===== config.mk =====
export PLATFORM = sky130hd
export DESIGN_NAME = barcode_tx_flat
export DESIGN_NICKNAME = d
export VERILOG_FILES = /design/src/rtl/barcode_pkg.sv /design/src/rtl/barcode_tx_if.sv /design/src/rtl/barcode_mod_timer.sv /design/src/rtl/barcode_tx.sv /design/src/flat_wrapper.sv
export SDC_FILE = /design/constraint.sdc
export NUM_CORES = 1
export LEC_CHECK = 0
export ABC_AREA = 1
export CORE_MARGIN = 10
export CORE_UTILIZATION = 55
export DETAILED_ROUTE_END_ITERATION = 10
export MAX_ROUTING_LAYER = met4
export PLACE_DENSITY = 0.8
export SLEW_MARGIN = 30
export SYNTH_ARGS = -nofsm -noshare
export SYNTH_HDL_FRONTEND = slang
export SYNTH_SLANG_ARGS = --single-unit

===== constraint.sdc =====
create_clock -name clk -period 5.75 [get_ports clk]
set_clock_uncertainty 0.2 [all_clocks]
set_input_delay 1.15 -clock clk [delete_from_list [all_inputs] [get_ports clk]]
set_output_delay 1.15 -clock clk [all_outputs]
set_load 0.005 [all_outputs]

===== src/rtl/barcode_pkg.sv =====
// -----------------------------------------------------------------------------
// barcode_pkg
// Shared types and constants for the barcode transmit sequencer.
//   state_t      : sequencer states (IDLE / RUN / STOP)
//   SYM_BAR_BIT  : position of the bar/space flag in a default-width symbol
//   NG_OFF       : sink-enable code that turns every pad sink off
//   RAMP_MASK_*  : per-step masks applied to the strength code during a ramp
//   ramp_mask()  : maps a ramp step (0..3) to its mask
//   DIV_W_DEF / WID_W_DEF : default divider and module-count widths
// -----------------------------------------------------------------------------
package barcode_pkg;

    localparam int DIV_W_DEF = 16;
    localparam int WID_W_DEF = 7;

    // The bar flag sits directly above the width field.
    localparam int SYM_BAR_BIT = WID_W_DEF;

    localparam logic [3:0] NG_OFF = 4'b0000;

    localparam logic [3:0] RAMP_MASK_0 = 4'b0001;
    localparam logic [3:0] RAMP_MASK_1 = 4'b0011;
    localparam logic [3:0] RAMP_MASK_2 = 4'b0111;
    localparam logic [3:0] RAMP_MASK_3 = 4'b1111;

    typedef enum logic [1:0] {
        ST_IDLE = 2'd0,
        ST_RUN  = 2'd1,
        ST_STOP = 2'd2
    } state_t;

    function automatic logic [3:0] ramp_mask(input logic [1:0] step);
        logic [3:0] mask;
        case (step)
            2'd0:    mask = RAMP_MASK_0;
            2'd1:    mask = RAMP_MASK_1;
            2'd2:    mask = RAMP_MASK_2;
            default: mask = RAMP_MASK_3;
        endcase
        return mask;
    endfunction

endpackage


===== src/rtl/barcode_tx_if.sv =====
// -----------------------------------------------------------------------------
// barcode_tx_if
// Symbol stream handshake into the barcode sequencer.
//   sym_valid : source has a symbol on sym_data
//   sym_ready : sequencer accepts the symbol this cycle (valid && ready)
//   sym_data  : [WID_W] = 1 bar / 0 space, [WID_W-1:0] = width in modules,
//               width 0 marks end-of-frame
// Modports: master = symbol source, slave = sequencer.
// -----------------------------------------------------------------------------
interface barcode_tx_if
    import barcode_pkg::*;
#(
    parameter int WID_W = WID_W_DEF
) ();

    logic             sym_valid;
    logic             sym_ready;
    logic [WID_W:0]   sym_data;

    modport master (
        output sym_valid,
        output sym_data,
        input  sym_ready
    );

    modport slave (
        input  sym_valid,
        input  sym_data,
        output sym_ready
    );

endinterface


===== src/rtl/barcode_mod_timer.sv =====
// -----------------------------------------------------------------------------
// barcode_mod_timer
// Module-period prescaler. Counts 0..period and flags the final cycle of
// each module period.
//   clk, rst_n : clock, asynchronous active-low reset
//   load       : frame start; captures mod_div as the period, count restarts
//   run        : count while high; count is held at 0 while low
//   mod_div    : module period minus one, in clk cycles
//   tick       : high in the last cycle of a module period (count == period)
// -----------------------------------------------------------------------------
module barcode_mod_timer
    import barcode_pkg::*;
#(
    parameter int DIV_W = DIV_W_DEF
) (
    input  logic             clk,
    input  logic             rst_n,
    input  logic             load,
    input  logic             run,
    input  logic [DIV_W-1:0] mod_div,
    output logic             tick
);

    logic [DIV_W-1:0] period_q;
    logic [DIV_W-1:0] cnt_q;

    assign tick = (cnt_q == period_q);

    // NOTE: sequential state uses non-blocking assignments so every register
    // samples the pre-edge values, independent of statement order.
    always_ff @(posedge clk or negedge rst_n) begin
        if (!rst_n) begin
            period_q <= '0;
            cnt_q    <= '0;
        end else if (load) begin
            period_q <= mod_div;
            cnt_q    <= '0;
        end else if (run) begin
            cnt_q <= tick ? '0 : cnt_q + 1'b1;
        end else begin
            cnt_q <= '0;
        end
    end

endmodule


===== src/rtl/barcode_tx.sv =====
// -----------------------------------------------------------------------------
// barcode_tx
// Replays a stream of bar/space symbols as timed sink-enable codes for the
// barcode_driver open-drain pad. Each symbol lasts width x (mod_div+1) clk
// cycles; ng_en carries the latched strength during bars and NG_OFF during
// spaces.
//   clk, rst_n : clock, asynchronous active-low reset
//   mod_div    : module period minus one (latched at frame start)
//   strength   : ng_en code used for bars (latched at frame start)
//   sym        : symbol handshake (barcode_tx_if.slave)
//   ng_en      : registered sink enables to barcode_driver.ng_en
//   busy       : frame in progress (RUN or STOP)
//   done       : one-cycle pulse at normal frame end
//   underrun   : one-cycle pulse when a frame aborts for lack of a symbol
// Build option: define BARCODE_TX_RAMP_EN to step ng_en up through
// 0001/0011/0111/1111 masks on every idle->bar or space->bar transition.
// -----------------------------------------------------------------------------
module barcode_tx
    import barcode_pkg::*;
#(
    parameter int DIV_W = DIV_W_DEF,
    parameter int WID_W = WID_W_DEF
) (
    input  logic             clk,
    input  logic             rst_n,
    input  logic [DIV_W-1:0] mod_div,
    input  logic [3:0]       strength,
    barcode_tx_if.slave      sym,
    output logic [3:0]       ng_en,
    output logic             busy,
    output logic             done,
    output logic             underrun
);

    localparam int BAR_BIT = SYM_BAR_BIT + (WID_W - WID_W_DEF);

    // Incoming symbol fields.
    logic             bar_in;
    logic [WID_W-1:0] width_in;
    logic             eof_in;

    assign bar_in   = sym.sym_data[BAR_BIT];
    assign width_in = sym.sym_data[WID_W-1:0];
    assign eof_in   = (width_in == '0);

    // State and registered outputs.
    state_t           state_q, state_d;
    logic             bar_q, bar_d;
    logic [WID_W-1:0] wid_q, wid_d;
    logic [3:0]       str_q, str_d;
    logic [3:0]       ng_q, ng_d;
    logic             done_q, done_d;
    logic             und_q, und_d;

    logic             timer_load;
    logic             timer_run;
    logic             tick;
    logic             last;

`ifdef BARCODE_TX_RAMP_EN
    logic [1:0]       ramp_q, ramp_d;
`endif

    barcode_mod_timer #(
        .DIV_W (DIV_W)
    ) u_timer (
        .clk     (clk),
        .rst_n   (rst_n),
        .load    (timer_load),
        .run     (timer_run),
        .mod_div (mod_div),
        .tick    (tick)
    );

    // Final cycle of the current symbol: last module, divider at its period.
    assign last = (state_q == ST_RUN) && tick && (wid_q == WID_W'(1));

    always_ff @(posedge clk or negedge rst_n) begin
        if (!rst_n) begin
            state_q <= ST_IDLE;
            bar_q   <= 1'b0;
            wid_q   <= '0;
            str_q   <= NG_OFF;
            ng_q    <= NG_OFF;
            done_q  <= 1'b0;
            und_q   <= 1'b0;
`ifdef BARCODE_TX_RAMP_EN
            ramp_q  <= 2'd0;
`endif
        end else begin
            state_q <= state_d;
            bar_q   <= bar_d;
            wid_q   <= wid_d;
            str_q   <= str_d;
            ng_q    <= ng_d;
            done_q  <= done_d;
            und_q   <= und_d;
`ifdef BARCODE_TX_RAMP_EN
            ramp_q  <= ramp_d;
`endif
        end
    end

    // NOTE: every signal written here gets a default first, so no path can
    // leave one unassigned and infer a latch.
    always_comb begin
        state_d       = state_q;
        bar_d         = bar_q;
        wid_d         = wid_q;
        str_d         = str_q;
        done_d        = 1'b0;
        und_d         = 1'b0;
        timer_load    = 1'b0;
        timer_run     = 1'b0;
        sym.sym_ready = 1'b0;

        case (state_q)
            ST_IDLE: begin
                sym.sym_ready = 1'b1;
                if (sym.sym_valid) begin
                    if (eof_in) begin
                        // Empty frame: report completion without starting.
                        done_d = 1'b1;
                    end else begin
                        str_d      = strength;
                        bar_d      = bar_in;
                        wid_d      = width_in;
                        timer_load = 1'b1;
                        state_d    = ST_RUN;
                    end
                end
            end

            ST_RUN: begin
                timer_run = 1'b1;
                if (last) begin
                    sym.sym_ready = 1'b1;
                    if (!sym.sym_valid) begin
                        und_d   = 1'b1;
                        state_d = ST_STOP;
                    end else if (eof_in) begin
                        done_d  = 1'b1;
                        state_d = ST_STOP;
                    end else begin
                        // The divider wraps to 0 on its own, so the next
                        // symbol starts with no gap.
                        bar_d = bar_in;
                        wid_d = width_in;
                    end
                end else if (tick) begin
                    wid_d = wid_q - 1'b1;
                end
            end

            ST_STOP: begin
                state_d = ST_IDLE;
            end

            default: begin
                state_d = ST_IDLE;
            end
        endcase
    end

    // ng_en is computed from the next state so the register shows the new
    // symbol's level in the very first cycle after the accept.
`ifdef BARCODE_TX_RAMP_EN
    always_comb begin
        // Continue the ramp only while a bar is already being shown, so
        // bar->bar transitions do not restart it.
        if ((state_q == ST_RUN) && bar_q) begin
            ramp_d = (ramp_q == 2'd3) ? 2'd3 : ramp_q + 2'd1;
        end else begin
            ramp_d = 2'd0;
        end
        if ((state_d == ST_RUN) && bar_d) begin
            ng_d = str_d & ramp_mask(ramp_d);
        end else begin
            ng_d = NG_OFF;
        end
    end
`else
    always_comb begin
        if ((state_d == ST_RUN) && bar_d) begin
            ng_d = str_d;
        end else begin
            ng_d = NG_OFF;
        end
    end
`endif

    assign ng_en    = ng_q;
    assign busy     = (state_q != ST_IDLE);
    assign done     = done_q;
    assign underrun = und_q;

endmodule


===== src/flat_wrapper.sv =====
// flat-port wrapper written by rule: the top's interface ports become plain ports
module barcode_tx_flat import barcode_pkg::*;
#(
    parameter int DIV_W = DIV_W_DEF,
    parameter int WID_W = WID_W_DEF
)
  (clk, rst_n, mod_div, strength, ng_en, busy, done, underrun, sym_sym_valid, sym_sym_data, sym_sym_ready);
  barcode_tx_if #(.WID_W(WID_W)) sym_i ();
  input  logic clk;
  input  logic rst_n;
  input  logic [DIV_W-1:0] mod_div;
  input  logic [3:0] strength;
  output logic [3:0] ng_en;
  output logic busy;
  output logic done;
  output logic underrun;
  input wire logic [$bits(sym_i.sym_valid)-1:0] sym_sym_valid;
  input wire logic [$bits(sym_i.sym_data)-1:0] sym_sym_data;
  output wire logic [$bits(sym_i.sym_ready)-1:0] sym_sym_ready;
  assign sym_i.sym_valid = sym_sym_valid;
  assign sym_i.sym_data = sym_sym_data;
  assign sym_sym_ready = sym_i.sym_ready;
  barcode_tx #(.DIV_W(DIV_W), .WID_W(WID_W)) u_core (.clk(clk), .rst_n(rst_n), .mod_div(mod_div), .strength(strength), .sym(sym_i), .ng_en(ng_en), .busy(busy), .done(done), .underrun(underrun));
endmodule

==> impl_metrics.tcl, run 1 <==
set metrics [dict create \
    worstSetupEndpointType "output port" \
    grt_max_degree 53 \
    dominantRegCellSynth "dfrtp_1" \
    cts.sinks 52 \
    synth-seq-area-share_pct 46.8 \
    fin_util_pct 68.8 \
    routed_wirelength_um 6050 \
    critPathSlowestCell "clkdlybuf4s50_1" \
    ys_types 33 \
    worstReg2RegEnd "u_core.u_timer.cnt_q[14]" \
    io_buffers 38 \
    crit_path_max_fanout 16 \
    syn_nets 389 \
    status "finished, final reports clean" \
    slew_violations 0 \
    min_period_ns 3.65 \
    cp_common_cell "nand2_1" \
    slowest_delay_ns 0.50 \
    synth_xor_area_share_pct 3.47 \
    gp_congestion 0.856 \
    hp-start "u_core.u_timer.cnt_q[0]" \
    cts_tree "yes" \
    ff2ff_path_depth 9 \
    area_growth_pct 19.1 \
    r2r-start "u_core.u_timer.cnt_q[0]" \
    grt_pass1_vias 2438 \
    setup_violations 0 \
    synth_top_family_by_area "simple AND/OR/NAND/NOR gates" \
    synth_edf_count 0 \
    yosysTopAreaCell "dfrtp_1" \
    min_period_over_period_pct 63.4 \
    holdPathStages 1 \
    ctsResizeCount 0 \
    syn_avg_cell_area_um2 7.83 \
    wire_per_inst_um 13.1 \
    pre_cts_ws_ns 2.43 \
    ys_ff_latch 52 \
    boundaryPins 39 \
    hold_viol_final 0 \
    max-cap-violations 0 \
    fillers 448 \
    cts_buffer_depth 2 \
    hold_class "reg2reg" \
    worstMarginPinSlew_ns 0.655 \
    grt_use_total_pct 15.6 \
    synth_simple_gate_area_share_pct 30.3 \
    fmax_ghz 0.274 \
    drt-initial-drc-count 122 \
    arrival_ns 2.30 \
    die_y_um 91.1 \
    rsz0062_at_grt "no" \
    synthTopCellsByArea "dfrtp_1, nand2_1, inv_1, nor2_1, a21oi_1" \
    antenna_cells 0 \
    synth.yosys.warnings 0 \
    cts_post_setup_buffers_inserted 0 \
    synth_top_area_share_pct 46.8 \
    postLayoutSetupSlackWorst_ns 2.10 \
    num_vias 2368 \
    die_area_um2 8300 \
    ctsHoldBuffers 0 \
    rows 25 \
    rrSetupSlack_ns 3.73 \
    grt_overflow 0 \
    numCtsBuffers 5 \
    cts_max_level 2 \
    synth_area_um2 2780 \
    initial_core_util_pct 57.7 \
    ir_drop_uv 143 \
    grt_pass1_wl_um 10800 \
    clkTransAtPathRegs_ns 0.09 \
    antenna_left 0 \
    p_leak_uw 0.00161 \
    setup_tns_ns 0 \
    synth_fa_ha_area_share_pct 1.35 \
    powerDensity_nw_per_um2 275 \
    worstHoldEndpoint "u_core.u_timer.cnt_q[0]" \
    max_slew_margin_pct 56.3 \
    nNetsFinal 430 \
    synth-compound-area-share_pct 8.51 \
    cts_root_buf "clkbuf_8" \
    clock_latency_ns 0.30 \
    layout-drive-gt1-share_pct 9.34 \
    synth-async-reset-ratio_pct 100 \
    core_um2 4820 \
    dr.pass1.iters 4 \
    syn_inst 355 \
    viasPerCell 5.11 \
    dp_hpwl_um 4540 \
    dieWidth_um 91.1 \
    antenna_found_initial 0 \
    path_cells "inv_2 -> nand2_1 -> nor3_1 -> nand3_2 -> nand2_4 -> nand2_1 -> inv_1 -> clkdlybuf4s50_1" \
    total_power_uw 910 \
    worstPathRequired_ns 4.40 \
    synth.area.mux_share_pct 0.810 \
    worst_setup_path_start_kind "register" \
    drc 0 \
    path_class "reg2out" \
]
## power breakdown
part           leakage [uW]  internal, uW  switching, uW
combinational      0.000964           101            129
clock             0.0000473          96.2            114
sequential         0.000600           418           52.4
## registers in the layout (all words and copies together), names as in the netlist
name and cells:
u_core.ng_en 4, u_core.wid_q 7, u_core.bar_q 1, u_core.underrun 1, u_core.u_timer.cnt_q 16, u_core.done 1, u_core.str_q 4, u_core.state_q 2
u_core.u_timer.period_q 16
## synth_stat cells, types with 4 or more instances
master,instances
nand2_1,93
nand3_1,14
o21ai_0,8
a21oi_1,21
o211ai_1,4
inv_2,10
nor2_1,44
inv_1,44
nor3_1,11
nand4_1,4
a22oi_1,6
xor2_1,9
dfrtp_1,52
## per-layer routing
metal  wire length (um)  global-route usage [%]  vias up
li1                   -                       -     1195
met1               2590                    17.7     1115
met2               3140                    27.1       49
met3                239                    3.29        9
met4                 84                    4.31        0
met5                  0                       -        -
## cells in the final DEF, fill, tap and decap left out, drive strengths merged, types with 6 or more instances in the layout
| cell | synthesis | layout |
|---|---|---|
| nand2 | 98 | 98 |
| inv | 55 | 55 |
| dfrtp | 52 | 52 |
| nor2 | 48 | 48 |
| clkdlybuf4s50 | 0 | 37 |
| a21oi | 21 | 21 |
| nand3 | 16 | 16 |
| nor3 | 13 | 13 |
| o21ai | 10 | 10 |
| xor2 | 9 | 9 |
| a22oi | 6 | 6 |
| clkbuf | 2 | 6 |
## logic make-up (layout without fill, tap and decap cells)
group	after synthesis	in the layout
buffers and inverters	61	102
adders and majority gates	3	3
muxes	2	2
xor gates and xnor gates	11	11
and+or+nand+nor	184	184
AOI/OAI and AO/OA	42	42
DFF	52	52
## metrics by stage
step,hold WS (ns),std cells,area (um^2)
after floorplan,0.252,355,2780
after global placement,0.283,456,3220
after detailed placement,0.287,456,3220
after CTS,0.298,463,3310
after global routing,0.341,463,3310
final,0.299,463,3310
## critical path, delay by kind of cell (launching register included)
| family | cells | cell delay (ns) |
|---|---|---|
| simple gates | 5 | 0.86 |
| buf+inv | 3 | 0.67 |
| flops | 1 | 0.48 |
## worst max-delay path by stage
stage	from	endpoint	slack, ns	cells past startpoint
4_1_cts	u_core.u_timer.cnt_q[7]	sym_sym_ready	2.08	11
3_3_place_gp	u_core.state_q[1]	sym_sym_ready	2.44	8
5_1_grt	u_core.state_q[1]	sym_sym_ready	1.86	8
2_1_floorplan	u_core.wid_q[1]	sym_sym_ready	3.04	9
6_report	u_core.state_q[1]	sym_sym_ready	2.10	8
3_5_place_dp	u_core.state_q[1]	sym_sym_ready	2.43	8
## final cells by class
class                   count  area (um^2)  area share, %
inverters                  55          209           6.31
clock buffers               6         82.6           2.49
clock inverters             1         8.76          0.264
well taps                  67         83.8           2.53
multi-input cells         242         1240           37.3
repair buffers             40          390           11.8
flip-flops and latches     52         1300           39.3
Note: power is estimated with default switching activity, not from simulation.
==> inputs of run 2 (changes only) <==
--- a/config.mk
+++ b/config.mk
@@ -7,10 +7,10 @@
 export LEC_CHECK = 0
 export ABC_AREA = 1
 export CORE_MARGIN = 10
-export CORE_UTILIZATION = 55
+export CORE_UTILIZATION = 54
 export DETAILED_ROUTE_END_ITERATION = 10
 export MAX_ROUTING_LAYER = met4
-export PLACE_DENSITY = 0.8
+export PLACE_DENSITY = 0.79
 export SLEW_MARGIN = 30
 export SYNTH_ARGS = -nofsm -noshare
 export SYNTH_HDL_FRONTEND = slang
==> constraint.sdc (replaced) <==
create_clock -name clk -period 3.53 [get_ports clk]
set_clock_uncertainty 0.2 [all_clocks]
set_input_delay 0.706 -clock clk [delete_from_list [all_inputs] [get_ports clk]]
set_output_delay 0.706 -clock clk [all_outputs]
set_load 0.005 [all_outputs]
==> impl_metrics.tcl, run 2 (same netlist as run 1, synthesis figures left out) <==
set metrics [dict create \
    status "finished, final reports clean" \
    cts_max_level 2 \
    dr.pass1.iters 4 \
    powerDensity_nw_per_um2 452 \
    cts_root_buf "clkbuf_8" \
    rows 26 \
    setup_tns_ns 0 \
    worst_setup_path_start_kind "register" \
    pwr-share-seq_pct 50.9 \
    cts.sinks 52 \
    viasPerCell 5.01 \
    dp_hpwl_um 4450 \
    grt_overflow 0 \
    switchingPower_uw 513 \
    cts_tree "yes" \
    drc 0 \
    min_period_over_period_pct 92.5 \
    arrival_ns 2.36 \
    antenna_cells 0 \
    instances_no_fill 469 \
    fillers 431 \
    fmax_ghz 0.306 \
    reg.largest.list "u_core.u_timer.cnt_q: 16 flops, u_core.u_timer.period_q: 16 flops, u_core.wid_q: 7 flops" \
    ctsHoldBuffers 0 \
    initial_core_util_pct 55.1 \
    die_y_um 91.8 \
    worstSetupEndpointType "output port" \
    ir_drop_uv 260 \
    grt_pass1_wl_um 10500 \
    cts_buffer_depth 2 \
    grt_max_degree 53 \
    internal_power_uw 993 \
    dp_cells 461 \
    pre_cts_ws_ns 0.550 \
    drt-initial-drc-count 103 \
    layout-drive-gt1-share_pct 10.0 \
    num_vias 2352 \
    grt_use_total_pct 15.4 \
    routed_wirelength_um 6010 \
    worstMarginPinSlew_ns 0.648 \
    max-cap-violations 0 \
    grt_pass1_vias 2384 \
    numCtsBuffers 5 \
    min_period_ns 3.26 \
    clock_latency_ns 0.31 \
    max_slew_margin_pct 56.8 \
    die_area_um2 8420 \
    power.share.clock_pct 24.0 \
    hold_class "in2async" \
    postLayoutSetupSlackWorst_ns 0.265 \
    area_growth_pct 19.9 \
    dieWidth_um 91.8 \
    gp_congestion 0.910 \
    rsz0062_at_grt "no" \
    setup_violations 0 \
    mostFrequentLayoutCells "nand2_1, dfrtp_1, inv_1, nor2_1, clkdlybuf4s50_1" \
    p_leak_uw 0.00162 \
    worstPathRequired_ns 2.62 \
    slew_violations 0 \
    total_power_uw 1510 \
    io_buffers 38 \
    wire_per_inst_um 12.8 \
    hold_viol_final 0 \
    clkTransAtPathRegs_ns 0.10 \
    core_um2 5040 \
    nNetsFinal 432 \
    crit_path_max_fanout 16 \
    comb_power_share_pct 25.2 \
    path_class "reg2out" \
    antenna_found_initial 0 \
    layout_commonest_cell "nand2_1" \
    ctsResizeCount 0 \
    antenna_left 0 \
    boundaryPins 39 \
    swShare_pct 34.1 \
    cts_post_setup_buffers_inserted 0 \
]
-- run 2: cell count changes in the layout (fill, tap and decap cells not counted) --
| cell | change |
|---|---|
| inv_6 | +2 |
| clkbuf_8 | -1 |
| buf_4 | +2 |
-- run 2: critical path, cell delays in order, from the launching register on --
cell             delay (ns)
dfrtp_1                0.39
inv_1                  0.12
ha_1                   0.18
nand4_1                0.10
nor3_1                 0.23
nand3_2                0.16
nand2_4                0.18
nand2_1                0.11
inv_1                  0.06
clkdlybuf4s50_1        0.50
-- run 2: area by class of cell --
class,instances,area [um^2],share of cell area (%)
Multi-Input combinational cell,242,1240,37.1
Tap cell,70,87.6,2.63
Sequential cell,52,1300,39.0
Timing Repair Buffer,42,405,12.2
Clock inverter,3,26.3,0.788
Inverter,55,209,6.27
Clock buffer,5,68.8,2.06
-- run 2: worst paths after layout --
check                                         from                  endpoint  slack [ns]  cells after the start
min in group clk           u_core.u_timer.cnt_q[0]   u_core.u_timer.cnt_q[0]        0.30                      1
max in group asynchronous                    rst_n   u_core.u_timer.cnt_q[7]        2.40                      2
max reg2reg                u_core.u_timer.cnt_q[0]  u_core.u_timer.cnt_q[14]        1.49                      9
max                                u_core.wid_q[1]             sym_sym_ready        0.27                      9
min                                          rst_n           u_core.ng_en[1]        0.29                      2
min reg2reg                u_core.u_timer.cnt_q[0]   u_core.u_timer.cnt_q[0]        0.30                      1
-- run 2: power groups by stage --
stage	logic, uW	registers (uW)	clock network (uW)
floorplan	262	759	0
global placement	363	774	0
detailed placement	378	776	0
CTS	381	765	375
global route	430	781	394
finish	379	767	361
-- run 2: metal layers --
layer  routed length, um  vias up  global-route usage [%]  share of wire, %
li1                    -     1208                       -                 -
met1                2690     1078                    17.9                45
met3                 248        9                    3.18               4.1
met2                2980       57                    25.8                50
met4                  87        0                    5.53               1.4
met5                   0        -                       -                 0
-- run 2: metrics by stage --
stage                     hold WS [ns]  utilization [%]  cell area [um^2]
after floorplan                  0.210                -              2780
after global placement           0.283             64.2              3240
after detailed placement         0.288             64.2              3240
after CTS                        0.303             66.1              3330
after global routing             0.343             66.1              3330
final                            0.289             66.1              3330
